### src/rtl/nubus_pkg.sv
// Shared definitions for the NuBus memory arbiter: FSM state encoding,
// requester index constants, grant codes and the timeout counter sizing.
package nubus_pkg;

  typedef enum logic [1:0] {
    ST_IDLE,
    ST_GNT_A,
    ST_GNT_B,
    ST_DONE
  } state_t;

  typedef enum logic {
    PORT_A,
    PORT_B
  } port_t;

  localparam logic [1:0]  GRANT_NONE    = 2'b00;
  localparam logic [1:0]  GRANT_A       = 2'b01;
  localparam logic [1:0]  GRANT_B       = 2'b10;
  localparam logic [31:0] TIMEOUT_RDATA = 32'hFFFF_FFFF;

  // Counter is at least 8 bits, wider when the timeout value needs it.
  function automatic int unsigned timeout_cnt_width(input int unsigned t);
    int unsigned w;
    w = $clog2(t + 1);
    return (w < 8) ? 8 : w;
  endfunction

endpackage

### src/rtl/nubus_mem_arbiter.sv
// Two-requester arbiter (A = NuBus slave side, B = local master) in front of a
// single shared memory port. Registered arbitration, one-cycle DONE gap after
// every completion, optional wait-state timeout that completes with an error.
module nubus_mem_arbiter
  import nubus_pkg::*;
#(
  parameter int unsigned WAIT_TIMEOUT = 255,
  parameter int unsigned FIXED_PRIO   = 0
) (
  input  logic        mem_clk,
  input  logic        mem_reset,
  input  logic        a_valid,
  input  logic [3:0]  a_wstrb,
  input  logic [31:0] a_addr,
  input  logic [31:0] a_wdata,
  output logic [31:0] a_rdata,
  output logic        a_ready,
  output logic        a_error,
  input  logic        b_valid,
  input  logic [3:0]  b_wstrb,
  input  logic [31:0] b_addr,
  input  logic [31:0] b_wdata,
  output logic [31:0] b_rdata,
  output logic        b_ready,
  output logic        b_error,
  output logic        m_valid,
  output logic [3:0]  m_wstrb,
  output logic [31:0] m_addr,
  output logic [31:0] m_wdata,
  input  logic [31:0] m_rdata,
  input  logic        m_ready,
  output logic [1:0]  grant,
  output logic        busy
);

  localparam int unsigned       CNT_W        = timeout_cnt_width(WAIT_TIMEOUT);
  localparam bit                TIMEOUT_EN   = (WAIT_TIMEOUT != 0);
  localparam logic [CNT_W-1:0]  TIMEOUT_LAST = CNT_W'(TIMEOUT_EN ? WAIT_TIMEOUT - 1 : 0);

  state_t           state, state_next;
  port_t            last_grant, last_next;
  logic [CNT_W-1:0] wait_cnt, wait_next;

  logic        in_grant;
  logic        sel_b;
  logic        x_valid;
  logic        hit_ready;
  logic        hit_timeout;
  logic        complete;
  logic [31:0] x_rdata;

  // Both grant states share one completion path; sel_b picks the owner.
  assign in_grant    = (state == ST_GNT_A) || (state == ST_GNT_B);
  assign sel_b       = (state == ST_GNT_B);
  assign x_valid     = sel_b ? b_valid : a_valid;
  assign hit_ready   = in_grant && x_valid && m_ready;
  assign hit_timeout = in_grant && x_valid && !m_ready && TIMEOUT_EN &&
                       (wait_cnt == TIMEOUT_LAST);
  assign complete    = hit_ready || hit_timeout;
  assign x_rdata     = hit_timeout ? TIMEOUT_RDATA : m_rdata;
  assign busy        = (grant != GRANT_NONE);

  // State, round-robin pointer and wait counter registers.
  always_ff @(posedge mem_clk or posedge mem_reset) begin
    if (mem_reset) begin
      state      <= ST_IDLE;
      last_grant <= PORT_B;
      wait_cnt   <= '0;
    end else begin
      state      <= state_next;
      last_grant <= last_next;
      wait_cnt   <= wait_next;
    end
  end

  // Next-state: arbitration in IDLE, completion/abort/timeout while granted.
  always_comb begin
    state_next = state;
    last_next  = last_grant;
    wait_next  = wait_cnt;
    case (state)
      ST_IDLE: begin
        wait_next = '0;
        if (a_valid && (!b_valid || FIXED_PRIO != 0 || last_grant == PORT_B)) begin
          state_next = ST_GNT_A;
          last_next  = PORT_A;
        end else if (b_valid) begin
          state_next = ST_GNT_B;
          last_next  = PORT_B;
        end
      end
      ST_GNT_A, ST_GNT_B: begin
        if (!x_valid) begin
          state_next = ST_IDLE;
        end else if (complete) begin
          state_next = ST_DONE;
        end else if (TIMEOUT_EN) begin
          wait_next = wait_cnt + CNT_W'(1);
        end
      end
      ST_DONE: state_next = ST_IDLE;
      default: state_next = ST_IDLE;
    endcase
  end

  // Output routing: granted port drives the memory side, completions go back.
  always_comb begin
    m_valid = 1'b0;
    m_wstrb = '0;
    m_addr  = '0;
    m_wdata = '0;
    a_rdata = '0;
    a_ready = 1'b0;
    a_error = 1'b0;
    b_rdata = '0;
    b_ready = 1'b0;
    b_error = 1'b0;
    grant   = GRANT_NONE;
    if (in_grant) begin
      grant   = sel_b ? GRANT_B : GRANT_A;
      m_valid = x_valid;
      m_wstrb = sel_b ? b_wstrb : a_wstrb;
      m_addr  = sel_b ? b_addr  : a_addr;
      m_wdata = sel_b ? b_wdata : a_wdata;
      if (complete) begin
        if (sel_b) begin
          b_ready = 1'b1;
          b_error = hit_timeout;
          b_rdata = x_rdata;
        end else begin
          a_ready = 1'b1;
          a_error = hit_timeout;
          a_rdata = x_rdata;
        end
      end
    end
  end

endmodule

### config.mk
export PLATFORM = sky130hd
export DESIGN_NAME = nubus_mem_arbiter
export DESIGN_NICKNAME = d
export VERILOG_FILES = /design/src/rtl/nubus_pkg.sv /design/src/rtl/nubus_mem_arbiter.sv
export SDC_FILE = /design/constraint.sdc
export NUM_CORES = 1
export LEC_CHECK = 0
export CORE_AREA = 2 2 123 125
export DETAILED_ROUTE_END_ITERATION = 6
export DIE_AREA = 0 0 125 127
export GPL_TIMING_DRIVEN = 0
export SYNTH_ARGS = -nofsm -noshare
export SYNTH_HDL_FRONTEND = slang
export SYNTH_SLANG_ARGS = --single-unit
### constraint.sdc
create_clock -name mem_clk -period 2.46 [get_ports mem_clk]
set_input_delay 0.246 -clock mem_clk [delete_from_list [all_inputs] [get_ports mem_clk]]
set_output_delay 0.246 -clock mem_clk [all_outputs]
set_load 0.05 [all_outputs]
* Yosys cells after proc, flatten, opt, wreduce, memory -nomap -nowiden
Index checks and enable logic that the tools add are counted.
** Operators by class
- $add $sub $neg :: 1
- Equality and inequality tests :: 8
- Mux-type cells :: 39
- Reduce and logical (&&, ||, !) cells :: 18
** Operator list (count)
- two-way mux 32 bit :: 11
- two-way mux 1 bit :: 16
- two-way mux 8 bit :: 2
- one-hot mux 8 bit (2 select lines) :: 1
- two-way mux 2 bit :: 6
- adder 8 x 1 -> 8 bit (second input constant) :: 1
- == test 8 bit (second input constant) :: 1
- two-way mux 4 bit :: 2
- != test 3 bit (second input constant) :: 2
- one-hot mux 2 bit (3 select lines) :: 1
- nonzero test 2 bit :: 3
- logical AND 1 bit :: 5
- == test 2 bit (second input constant) :: 2
- != test 2 bit (second input constant) :: 2
- AND reduction 2 bit :: 2
- logical OR 1 bit :: 3
- AND reduction 3 bit :: 1
- == test 2 x 1 -> 1 bit (second input constant) :: 1
- zero test 1 bit :: 2
- zero test 2 bit :: 1
- OR reduction 2 bit :: 1
** Word-level totals
- Register bits :: 11
- Bits of input ports :: 173
- Output and inout bits :: 140
- Logic and storage cells :: 69

* Logic depth before layout (Yosys ltp)
Gate-level depths: netlist of the first run.
- Depth in word-level cells :: 9
- Depth in mapped cells :: 9
- Depth with buffers taken out :: 7

* Worst setup path before layout of the first run
OpenSTA, ideal clock, no wires.
- Kind :: reg2out
- From :: register state[1]
- To :: output b_error
- Data arrival time :: 2950 ps
- Required time :: 2214 ps
- Setup slack :: -736 ps
- Stages on the path, launching flop included :: 6
- Buffers on the path :: 1
- Cells stage by stage :: dfrtp_1 > inv_1 > ha_1 > nand2_2 > buf_2 > nor4_1
** On the way
- Longest elaborated chain between the ends :: 8
- Elaborated cells on any way between the ends :: 12
- Those cells by class :: 2 x eq/ne; 4 x mux; 6 x reduce/logical
** Ends and longest elaborated chain
- from (decl) :: RTL line nubus_mem_arbiter.sv:40 : state_t state, state_next;
- from (signal assigned) :: RTL line nubus_mem_arbiter.sv:70 : state <= state_next;
- == test 2 bit / == test 2 x 1 -> 1 bit (equally long branches) :: RTL line nubus_mem_arbiter.sv:53, nubus_mem_arbiter.sv:54
- two-way mux 1 bit / logical OR 1 bit (equally long branches) :: RTL line nubus_mem_arbiter.sv:55, nubus_mem_arbiter.sv:53
- logical AND 1 bit :: RTL line nubus_mem_arbiter.sv:56, nubus_mem_arbiter.sv:57
- logical AND 1 bit (2 in a row) :: RTL line nubus_mem_arbiter.sv:57 : assign hit_timeout = in_grant && x_valid && !m_ready && TIMEOUT_EN &&
- two-way mux 1 bit / logical OR 1 bit (equally long branches) :: RTL line nubus_mem_arbiter.sv:126, nubus_mem_arbiter.sv:59
- two-way mux 1 bit :: RTL line nubus_mem_arbiter.sv:125 : if (complete) begin
- two-way mux 1 bit (*) :: RTL line nubus_mem_arbiter.sv:119 : if (in_grant) begin
- to (decl) :: RTL line nubus_mem_arbiter.sv:25 : output logic b_error,
Every way passes the cells marked *; elsewhere a longest branch is shown, timed or not.

* Final worst setup path of the first run
- From :: register state[1]
- To :: output a_rdata[24]
** On the way
- Longest elaborated chain between the ends :: 9
- Elaborated cells on any way between the ends :: 13
- Those cells by class :: 2 x eq/ne; 5 x mux; 6 x reduce/logical
** Ends and longest elaborated chain
- == test 2 bit / == test 2 x 1 -> 1 bit (equally long branches) :: RTL line nubus_mem_arbiter.sv:53, nubus_mem_arbiter.sv:54
- two-way mux 1 bit / logical OR 1 bit (equally long branches) :: RTL line nubus_mem_arbiter.sv:55, nubus_mem_arbiter.sv:53
- logical AND 1 bit :: RTL line nubus_mem_arbiter.sv:56, nubus_mem_arbiter.sv:57
- logical AND 1 bit (2 in a row) :: RTL line nubus_mem_arbiter.sv:57
- two-way mux 32 bit :: RTL line nubus_mem_arbiter.sv:60 : assign x_rdata = hit_timeout ? TIMEOUT_RDATA : m_rdata;
- two-way mux 32 bit :: RTL line nubus_mem_arbiter.sv:126 : if (sel_b) begin
- two-way mux 32 bit :: RTL line nubus_mem_arbiter.sv:125
- two-way mux 32 bit (*) :: RTL line nubus_mem_arbiter.sv:119
- to (decl) :: RTL line nubus_mem_arbiter.sv:16 : output logic [31:0] a_rdata,
Marked as above.

==> out/qor.csv, run 1 <==
metric;value;unit
globalRoute.totalOverflow;0;
ys_seq_area_frac;0.1084;
drv_slew;0;
routabilityCongestion;0.8229;
met2_usage;0.3015;
finalSetupViolCount;0;
worst-setup-path-type;flip-flop to primary output;
nFillCells;1364;
site_rows;44;
required;2.21;ns
route.detailed.drc;0;
grt_max_degree;12;
synth_instances;315;
synth_compound_area_frac;0.2575;
gr-max-usage-layer;met2;
die-width;125;µm
combinational_family_with_the_most_area_after_synthesis;multiplexers;
stdcell_count;833;
grtUsageMet1;0.1748;
holdCritPathClass;input port to async pin;
worst_ep_arrival_time;2.18;ns
netlist_area;2551;µm²
clock_insertion_delay_worst_skew;0.24;ns
critPathCaptureType;primary output;
timing.critical_path.slowest_cell_delay;0.41;ns
groute.layer.met3.usage;0.03015;
netlist.top_cell.by_area;mux2i_1;
clock_skew;0.0005771;ns
route.antenna.remaining_nets;0;
setup.worst_path.start;state[1];
vdd.ir_drop.worst;876.9;µV
number_of_synthesis_warnings;0;
port_buffers;312;
postLayoutCoreUtil;0.4542;
timing.reg2reg.setup_slack;0.46;ns
synth_enable_flop_cells;0;
placed_cells_incl_taps;811;
synth.lib_cells_used.distinct;42;
startpoint_of_the_worst_slack_reg_to_reg_timing_path;state[1];
dp_hpwl;10950;µm
timing_hold_violations_final;0;
layout.nets;829;
layout-drive-gt1-share;0.3606;
worst-r2r-cell-count;8;
die_h;127;µm
drv.max_cap_violation_count;0;
critical_path.reg2reg.endpoint;wait_cnt[5];
synth.area.mux_share;0.2751;
postSynthRegisterBits;11;
leakage;2.693;nW
number_of_global_route_vias_before_repair;3749;
critical_path.startpoint_type;flip-flop;
p_per_area;1315;nW/µm²
vias_per_cell;4.377;
syn-num-nets;494;
drt_iter0_markers;145;
wl;13400;µm
global_route_usage_sum;0.1525;
max_freq;412.9;MHz
core_region_area;14420;µm²
synth_xor_xnor_area_share;0.003433;
dr.pass1.iters;4;
synth_largest_type_area_fraction;0.2707;
insertedDiodeCount;0;
tritoncts;built;
hold-worst-slack;0.3098;ns
synthesis.area_per_instance;8.099;µm²
unrepaired_setup_endpoints_after_global_routing;yes;
cp_common_cell;buf_6;
critical_path.endpoint;a_rdata[24];
tightestPinTransition;0.5299;ns
post-route-min-period;2.422;ns
path_clk_slew;0.04;ns
count_of_clock_tree_sinks;11;
setup_tns;0;ns
cts.htree.levels;1;
cp_num_buf_inv;5;
io_pins;313;
fin_crit_sh;0.9845;
cp_cell_sequence;inv_1 > ha_4 > buf_12 > nand2_8 > nor4b_4 > buf_6 > buf_8 > o21a_1 > buf_6;
status;finished clean;
die_area;15880;µm²
via_count;3646;
synthSimpleGateAreaFrac;0.2521;
synthTopCellsByArea;mux2i_1, o21a_1, nor2b_1;
worst-path-stages;9;
max-clock-path-buffers;2;
worstPathMaxFanout;8;
max-slew-margin-rel;0.6456;
cpLargestDelayFamily;buffers and inverters;
most_frequently_used_flop_master_after_synthesis;dfrtp_1;
ffs_w_async_s_r_synth;1.000;
antenna_found_initial;0;
cpMaxStageDelayCell;dfrtp_1;
floorplan.initialDensity;0.1769;
synthAdderAreaFrac;0.02943;
numCtsBuffers;3;
grt_first_pass_wirelength;20180;µm
total_power;8.614;mW
clock_tree.root_cell;clkbuf_16;
wire_per_inst;16.08;µm
synthesis_to_layout_area_growth;156.8;%
-- metrics by stage --
step | instance area, µm² | worst slack [ns]
after global routing | 6551 | -0.08335
after detailed placement | 5952 | -0.9196
after CTS | 6237 | 0.0003355
after floorplan | 2599 | -0.08358
after global placement | 5952 | -0.8800
final | 6551 | 0.03805
-- metal layers --
layer	routed length (µm)	part of all wire	vias up
met5	0	0	-
li1	-	-	1800
met3	790	0.059	6
met1	5149	0.38	1681
met2	7398	0.55	159
met4	59	0.0044	0
-- repair_timing --
action / CTS / global route
pin swaps: 3 / 4
gates resized for setup: 661 / 105
setup endpoints to repair: 137 / 133
buffers inserted: 9 / 4
hold buffers: 0 / 0
gates cloned: 1 / 4
hold endpoints to repair: 0 / 0
-- logic make-up (layout without fill, tap and decap cells) --
group	count (synthesis)	in the layout
xor gates and xnor gates	1	1
muxes	70	70
buffers and inverters	39	373
adders and majority gates	6	6
and+or+nand+nor	102	102
DFF	11	11
AOI/OAI and AO/OA	86	86
-- layout make-up --
cell class,instances,area (µm²),area share
multi-input cells,265,2236,0.3413
plain buffers,33,280.3,0.04278
inverters,6,22.52,0.003438
well taps,184,230.2,0.03514
flip-flops and latches,11,276.5,0.04221
repair buffers,330,3427,0.5231
clock buffers,4,78.83,0.01203
-- worst register-to-register path: cells and delay by family (launching register included) --
kind                       cells  cell delay [ns]
and+or+nand+nor                3             0.67
DFF                            1             0.41
buffers and inverters          4             0.52
adders and majority gates      1             0.34
-- placed cells by master (no fill, tap or decap), drive strengths merged --
master and count:
and4 1, nor2b 68, dfstp 1, o32ai 1, dfrtp 10, nand2 8
clkdlybuf4s15 51, and3 2, o211ai 5, a22oi 2, o311ai 2, nor3 2
o21a 64, mux2i 69, ha 6, o21ai 6, a31o 1, nand3 7
inv 6, a41o 1, clkbuf 31, a41oi 1, o31ai 1, mux2 1
nand2b 6, xor2 1, a211oi 1, nor4b 1, dlygate4sd2 1, nor4 2
o22ai 1, clkdlybuf4s50 175, buf 109, nand3b 1, and3b 1, or4 1
nand4 2
-- sequential cells by signal, indices dropped and copies added, names as in the netlist --
name / cells
wait_cnt: 8
state: 2
last_grant: 1
-- how the worst min path moves through the flow --
| stage | endpoint | startpoint | slack [ns] | cells after the start |
|---|---|---|---|---|
| after global routing | state[1] | mem_reset | 0.37 | 2 |
| after global placement | last_grant | last_grant | 0.49 | 2 |
| final | state[1] | mem_reset | 0.31 | 2 |
| after detailed placement | last_grant | last_grant | 0.49 | 2 |
| after CTS | state[1] | mem_reset | 0.34 | 2 |
| after floorplan | state[0] | mem_reset | 0.1 | 1 |
-- synth_stat cells, types with 2 or more instances --
cell type	count
a22oi_1	2
buf_1	5
buf_2	13
buf_6	3
clkbuf_1	11
dfrtp_1	10
ha_1	6
inv_1	5
mux2i_1	69
nand2_1	7
nand2b_1	6
nand3_1	7
nand4_1	2
nor2b_1	68
nor4_1	2
o211ai_1	5
o21a_1	64
o21ai_0	6
-- power by group --
part / internal, mW / switching (mW) / total (mW)
Clock: 0.218 / 0.0808 / 0.299
Sequential: 0.236 / 0.0387 / 0.275
Combinational: 2.93 / 5.11 / 8.04
Total: 3.38 / 5.23 / 8.61
(Power assumes the default switching activity.)
==> inputs of run 2 (changes only) <==
--- a/config.mk
+++ b/config.mk
@@ -5,10 +5,12 @@
 export SDC_FILE = /design/constraint.sdc
 export NUM_CORES = 1
 export LEC_CHECK = 0
-export CORE_AREA = 2 2 123 125
+export CORE_AREA = 2 2 121 123
 export DETAILED_ROUTE_END_ITERATION = 6
-export DIE_AREA = 0 0 125 127
+export DIE_AREA = 0 0 123 125
+export DONT_BUFFER_PORTS = 1
 export GPL_TIMING_DRIVEN = 0
+export SETUP_SLACK_MARGIN = 0.15
 export SYNTH_ARGS = -nofsm -noshare
 export SYNTH_HDL_FRONTEND = slang
 export SYNTH_SLANG_ARGS = --single-unit
==> out/qor.csv, run 2 (same netlist as run 1, synthesis figures left out) <==
metric;value;unit
status;finished with violations;
failed_checks;negative setup slack;
global_route_usage_sum;0.1546;
largest_register_ffs;8;
core_region_area;14200;µm²
site_rows;44;
leakage;1.818;nW
timing.final.ws_setup;-0.009525;ns
die_area;15380;µm²
numCtsBuffers;3;
unrepaired_setup_endpoints_after_global_routing;yes;
dr.pass1.iters;4;
globalRoute.totalOverflow;0;
insertedDiodeCount;0;
highest_count_cells_in_the_layout_ignoring_fill_and_taps;nor2b_4, o21a_4, mux2i_1, buf_4, buf_6;
die-width;123;µm
postLayoutCoreUtil;0.3209;
worst-setup-path-type;flip-flop to primary output;
critical_path.reg2reg.endpoint;wait_cnt[6];
tightestPinTransition;0.7708;ns
via_count;2744;
worstPathMaxFanout;5;
biggestRegsByFlops;wait_cnt: 8 flops, state: 2 flops, last_grant: 1 flops;
seq_power_share;0.031;
number_of_global_route_vias_before_repair;2823;
layout-drive-gt1-share;0.6343;
count_of_clock_tree_sinks;11;
timing_hold_violations_final;0;
route.detailed.drc;0;
largest-register;wait_cnt;
drv.max_cap_violation_count;0;
p_per_area;1959;nW/µm²
critical_path.startpoint_type;flip-flop;
max-slew-margin-rel;0.4823;
post-route-min-period;2.470;ns
vias_per_cell;5.139;
nFillCells;1432;
path_clk_slew;0.04;ns
drt_iter0_markers;87;
grt_first_pass_wirelength;17800;µm
finalSetupViolCount;7;
p_sw_frac;0.6088;
vdd.ir_drop.worst;1241;µV
dp_hpwl;10350;µm
worst_ep_arrival_time;2.22;ns
placed_cell_area;3052;µm²
critical_path.endpoint;b_rdata[30];
synthesis_to_layout_area_growth;78.67;%
floorplan.initialDensity;0.1796;
routabilityCongestion;0.9188;
grt_max_degree;12;
worst_hold_startpoint;b_valid;
route.antenna.remaining_nets;0;
required;2.21;ns
hold-worst-slack;0.1507;ns
stdcell_area;4558;µm²
max_freq;404.9;MHz
power_switching;5.438;mW
wl;13500;µm
holdCritPathClass;input port to flip-flop;
intPower;3.494;mW
startpoint_of_the_worst_slack_reg_to_reg_timing_path;state[0];
layout.nets;530;
fin_crit_sh;1.004;
clock_skew;0.0009473;ns
max-clock-path-buffers;2;
clock_insertion_delay_worst_skew;0.24;ns
total_power;8.932;mW
worst-r2r-cell-count;9;
share_clk_of_total_power;0.034;
critPathCaptureType;primary output;
die_h;125;µm
logic_pwr_share;0.934;
timing.reg2reg.setup_slack;0.42;ns
mostFrequentLayoutCell;nor2b_4;
cts.htree.levels;1;
port_buffers;0;
io_pins;313;
antenna_found_initial;0;
clock_tree.root_cell;clkbuf_16;
setup.worst_path.start;state[0];
tritoncts;built;
drv_slew;0;
post-place-ws;-0.5448;ns
wire_per_inst;25.28;µm
==> run 2: cell types whose count changed in the layout (fill, tap and decap cells not counted), moves of 47 or more <==
| cell | before | now |
|---|---|---|
| nor2b_1 | 68 | 0 |
| buf_6 | 61 | 14 |
| o21a_4 | 6 | 64 |
| nor2b_4 | 0 | 68 |
| clkdlybuf4s50_1 | 175 | 0 |
| clkdlybuf4s15_2 | 51 | 0 |
==> run 2: worst min path at each step <==
stage | end | slack [ns] | depth (start not counted)
final | last_grant | 0.15 | 2
after detailed placement | state[0] | 0.17 | 1
after CTS | last_grant | 0.15 | 2
after global routing | last_grant | 0.17 | 2
after floorplan | state[0] | 0.1 | 1
after global placement | state[0] | 0.16 | 1
==> run 2: power groups by stage <==
| stage | Clock [mW] | Combinational (mW) | Sequential [mW] |
|---|---|---|---|
| floorplan | 0 | 5.57 | 0.264 |
| global placement | 0 | 6.19 | 0.269 |
| detailed placement | 0 | 6.26 | 0.272 |
| CTS | 0.304 | 7.29 | 0.272 |
| global route | 0.318 | 8.61 | 0.282 |
| finish | 0.307 | 8.35 | 0.279 |
==> run 2: final cells by class <==
type	count	area, µm²	share of cell area
buffer	33	377.9	0.08290
clock buffer	4	78.83	0.01729
inverter	6	22.52	0.004941
multi-input combinational	265	3191	0.7000
sequential	11	276.5	0.06066
tap	184	230.2	0.05051
timing repair buffer	31	381.6	0.08372
==> run 2: through the flow <==
step / TNS [ns] / cells
6_report: -0.03469 / 534
5_1_grt: -3.231 / 534
4_1_cts: 0 / 522
3_5_place_dp: -31.28 / 499
3_3_place_gp: -27.70 / 499
2_1_floorplan: 0 / 315
==> run 2: critical path: stages (launching register included) <==
cell and delay [ns]:
dfrtp_1 0.36, inv_2 0.08, ha_4 0.16, buf_6 0.11
mux2_4 0.22, nand2_8 0.07, buf_4 0.15, nor3_4 0.21
buf_6 0.15, bufbuf_16 0.25, o21a_4 0.22
==> run 2: routing by layer <==
metal | up-vias | track usage | part of all wire
met5 | - | 0 | 0
met4 | 0 | 0.03008 | 0.015
met3 | 9 | 0.04243 | 0.10
met2 | 211 | 0.3100 | 0.55
met1 | 1328 | 0.1548 | 0.33
li1 | 1196 | - | -
==> run 2: timing repair <==
item	in CTS	in global routing
gates cloned	3	4
endpoints found under the setup margin	137	118
gates resized for setup	156	92
buffers inserted	15	8
endpoints found under the hold margin	10	0
hold buffers	1	0
pin swaps	5	10
==> inputs of run 3 (changes only) <==
--- a/config.mk
+++ b/config.mk
@@ -6,6 +6,7 @@
 export NUM_CORES = 1
 export LEC_CHECK = 0
 export CORE_AREA = 2 2 121 123
+export CTS_CLUSTER_DIAMETER = 30
 export DETAILED_ROUTE_END_ITERATION = 6
 export DIE_AREA = 0 0 123 125
 export DONT_BUFFER_PORTS = 1
==> constraint.sdc (replaced) <==
create_clock -name mem_clk -period 2.46 [get_ports mem_clk]
set_input_delay 0.492 -clock mem_clk [delete_from_list [all_inputs] [get_ports mem_clk]]
set_output_delay 0.492 -clock mem_clk [all_outputs]
set_load 0.05 [all_outputs]
==> out/qor.csv, run 3 (same netlist as run 1, synthesis figures left out) <==
metric;value;unit
globalRoute.totalOverflow;0;
fin_crit_sh;1.088;
biggestRegsByFlops;wait_cnt: 8 flops, state: 2 flops, last_grant: 1 flops;
nFillCells;1383;
die_h;125;µm
core_region_area;14200;µm²
die-width;123;µm
grt_max_degree;12;
worstPathMaxFanout;5;
worst-r2r-cell-count;10;
seq_power_share;0.028;
route.antenna.remaining_nets;0;
drt_iter0_markers;119;
dr.pass1.iters;4;
required;1.97;ns
placed_cells_incl_taps;499;
clock_insertion_delay_worst_skew;0.25;ns
insertedDiodeCount;0;
max-clock-path-buffers;2;
failed_checks;negative setup slack;
die_area;15380;µm²
tritoncts;built;
count_of_clock_tree_sinks;11;
unrepaired_setup_endpoints_after_global_routing;yes;
numCtsBuffers;3;
placed_cell_area;3546;µm²
largest_register_ffs;8;
vias_per_cell;5.049;
worst-setup-path-type;flip-flop to primary output;
tightestPinTransition;0.7624;ns
route.detailed.drc;0;
global_route_usage_sum;0.1317;
timing.reg2reg.setup_slack;0.18;ns
drv.max_cap_violation_count;0;
floorplan.initialDensity;0.1796;
startpoint_of_the_worst_slack_reg_to_reg_timing_path;state[1];
number_of_global_route_vias_before_repair;2715;
layout-drive-gt1-share;0.6822;
p_sw_frac;0.5724;
worst_ep_arrival_time;2.18;ns
holdCritPathClass;input port to async pin;
port_buffers;0;
logic_pwr_share;0.940;
intPower;4.177;mW
stdcell_count;549;
timing.critical_path.slowest_cell_delay;0.40;ns
leakage;2.018;nW
multiInputGateArea;3257;µm²
clock_tree.root_cell;clkbuf_16;
cts.htree.levels;1;
vdd.ir_drop.worst;1627;µV
power_switching;5.591;mW
drv_slew;0;
via_count;2772;
timing_hold_violations_final;0;
synthesis_to_layout_area_growth;99.85;%
p_per_area;1916;nW/µm²
cp_cell_sequence;buf_6 > ha_4 > buf_12 > mux2_4 > nand2_8 > nor4b_4 > buf_4 > clkbuf_16 > o21a_4;
cpMaxStageDelayCell;dfrtp_1;
largest-register;wait_cnt;
max_freq;373.8;MHz
finalSetupViolCount;103;
cpLargestDelayFamily;buffers and inverters;
clock_skew;0.002437;ns
io_pins;313;
grt_first_pass_wirelength;15810;µm
timing.final.ws_setup;-0.2154;ns
post-route-min-period;2.675;ns
cp_num_buf_inv;4;
site_rows;44;
status;finished with violations;
layout.nets;545;
final-seq-area;276.5;µm²
routabilityCongestion;0.8861;
share_clk_of_total_power;0.032;
max-slew-margin-rel;0.4879;
antenna_found_initial;1;
critPathCaptureType;primary output;
highest_count_cells_in_the_layout_ignoring_fill_and_taps;nor2b_4, o21a_4, mux2i_1, buf_12;
total_power;9.769;mW
stdcell_area;5099;µm²
dp_hpwl;8581;µm
mostFrequentLayoutCell;nor2b_4;
post-place-ws;-0.2626;ns
worst-path-stages;9;
path_clk_slew;0.04;ns
critical_path.reg2reg.endpoint;wait_cnt[2];
critical_path.startpoint_type;flip-flop;
wl;12140;µm
wire_per_inst;22.11;µm
-- run 3: cell types whose count changed in the layout (fill, tap and decap cells not counted), moves of 2 or more --
cell / delta
clkbuf_16: +9
buf_12: +10
mux2i_1: -10
buf_8: +8
mux2i_4: +2
mux2i_2: +8
clkbuf_4: -3
buf_4: -2
buf_16: +2
buf_6: -2
buf_2: -4
-- run 3: worst max path at each step --
stage,startpoint,endpoint
finish,state[1],a_rdata[2]
global route,state[1],a_rdata[2]
CTS,state[1],a_rdata[24]
detailed placement,state[0],a_rdata[24]
global placement,state[0],a_rdata[24]
floorplan,state[1],a_rdata[22]
-- run 3: stage by stage --
step	utilization	hold WS, ns	setup TNS (ns)
detailed placement	0.2496	0.4304	-20.60
finish	0.3590	0.1513	-13.90
global route	0.3590	0.1890	-22.12
floorplan	-	0.3437	0
CTS	0.3201	0.1693	-14.15
global placement	0.2496	0.4145	-14.67
-- run 3: timing repair --
action / in CTS / in global routing
cloned: 6 / 12
hold endpoints to repair: 0 / 0
setup buffers: 22 / 7
pin swaps: 11 / 12
resized for setup: 157 / 53
hold buffers: 0 / 0
endpoints found under the setup margin: 136 / 136
-- run 3: worst reg2reg max path: cells and delay by family, from the launching register on --
kind,cells,cell delay (ns)
compound gates,1,0.29
mux,1,0.22
fa+ha+maj,1,0.15
flops,1,0.40
simple gates,2,0.34
buf+inv,5,0.78
-- run 3: layer usage --
layer  GRT usage  vias up  share of wire
li1            -     1230              -
met1      0.1613     1377           0.39
met2      0.2350      156           0.52
met3     0.03376        7          0.079
met4     0.01805        2         0.0064
met5           0        -         0.0013
-- run 3: area by class of cell --
class	count	share of cell area
Timing Repair Buffer	47	0.1396
Multi-Input combinational cell	265	0.6388
Clock buffer	4	0.01546
Inverter	6	0.004417
Tap cell	184	0.04515
Sequential cell	11	0.05423
Buffer	32	0.1023
-- run 3: power groups by stage --
stage               Combinational [mW]  Sequential, mW  Clock (mW)
floorplan                         5.91           0.270           0
global placement                  6.42           0.274           0
detailed placement                6.51           0.279           0
CTS                               8.42           0.273       0.316
global route                      9.51           0.279       0.327
finish                            9.18           0.275       0.309
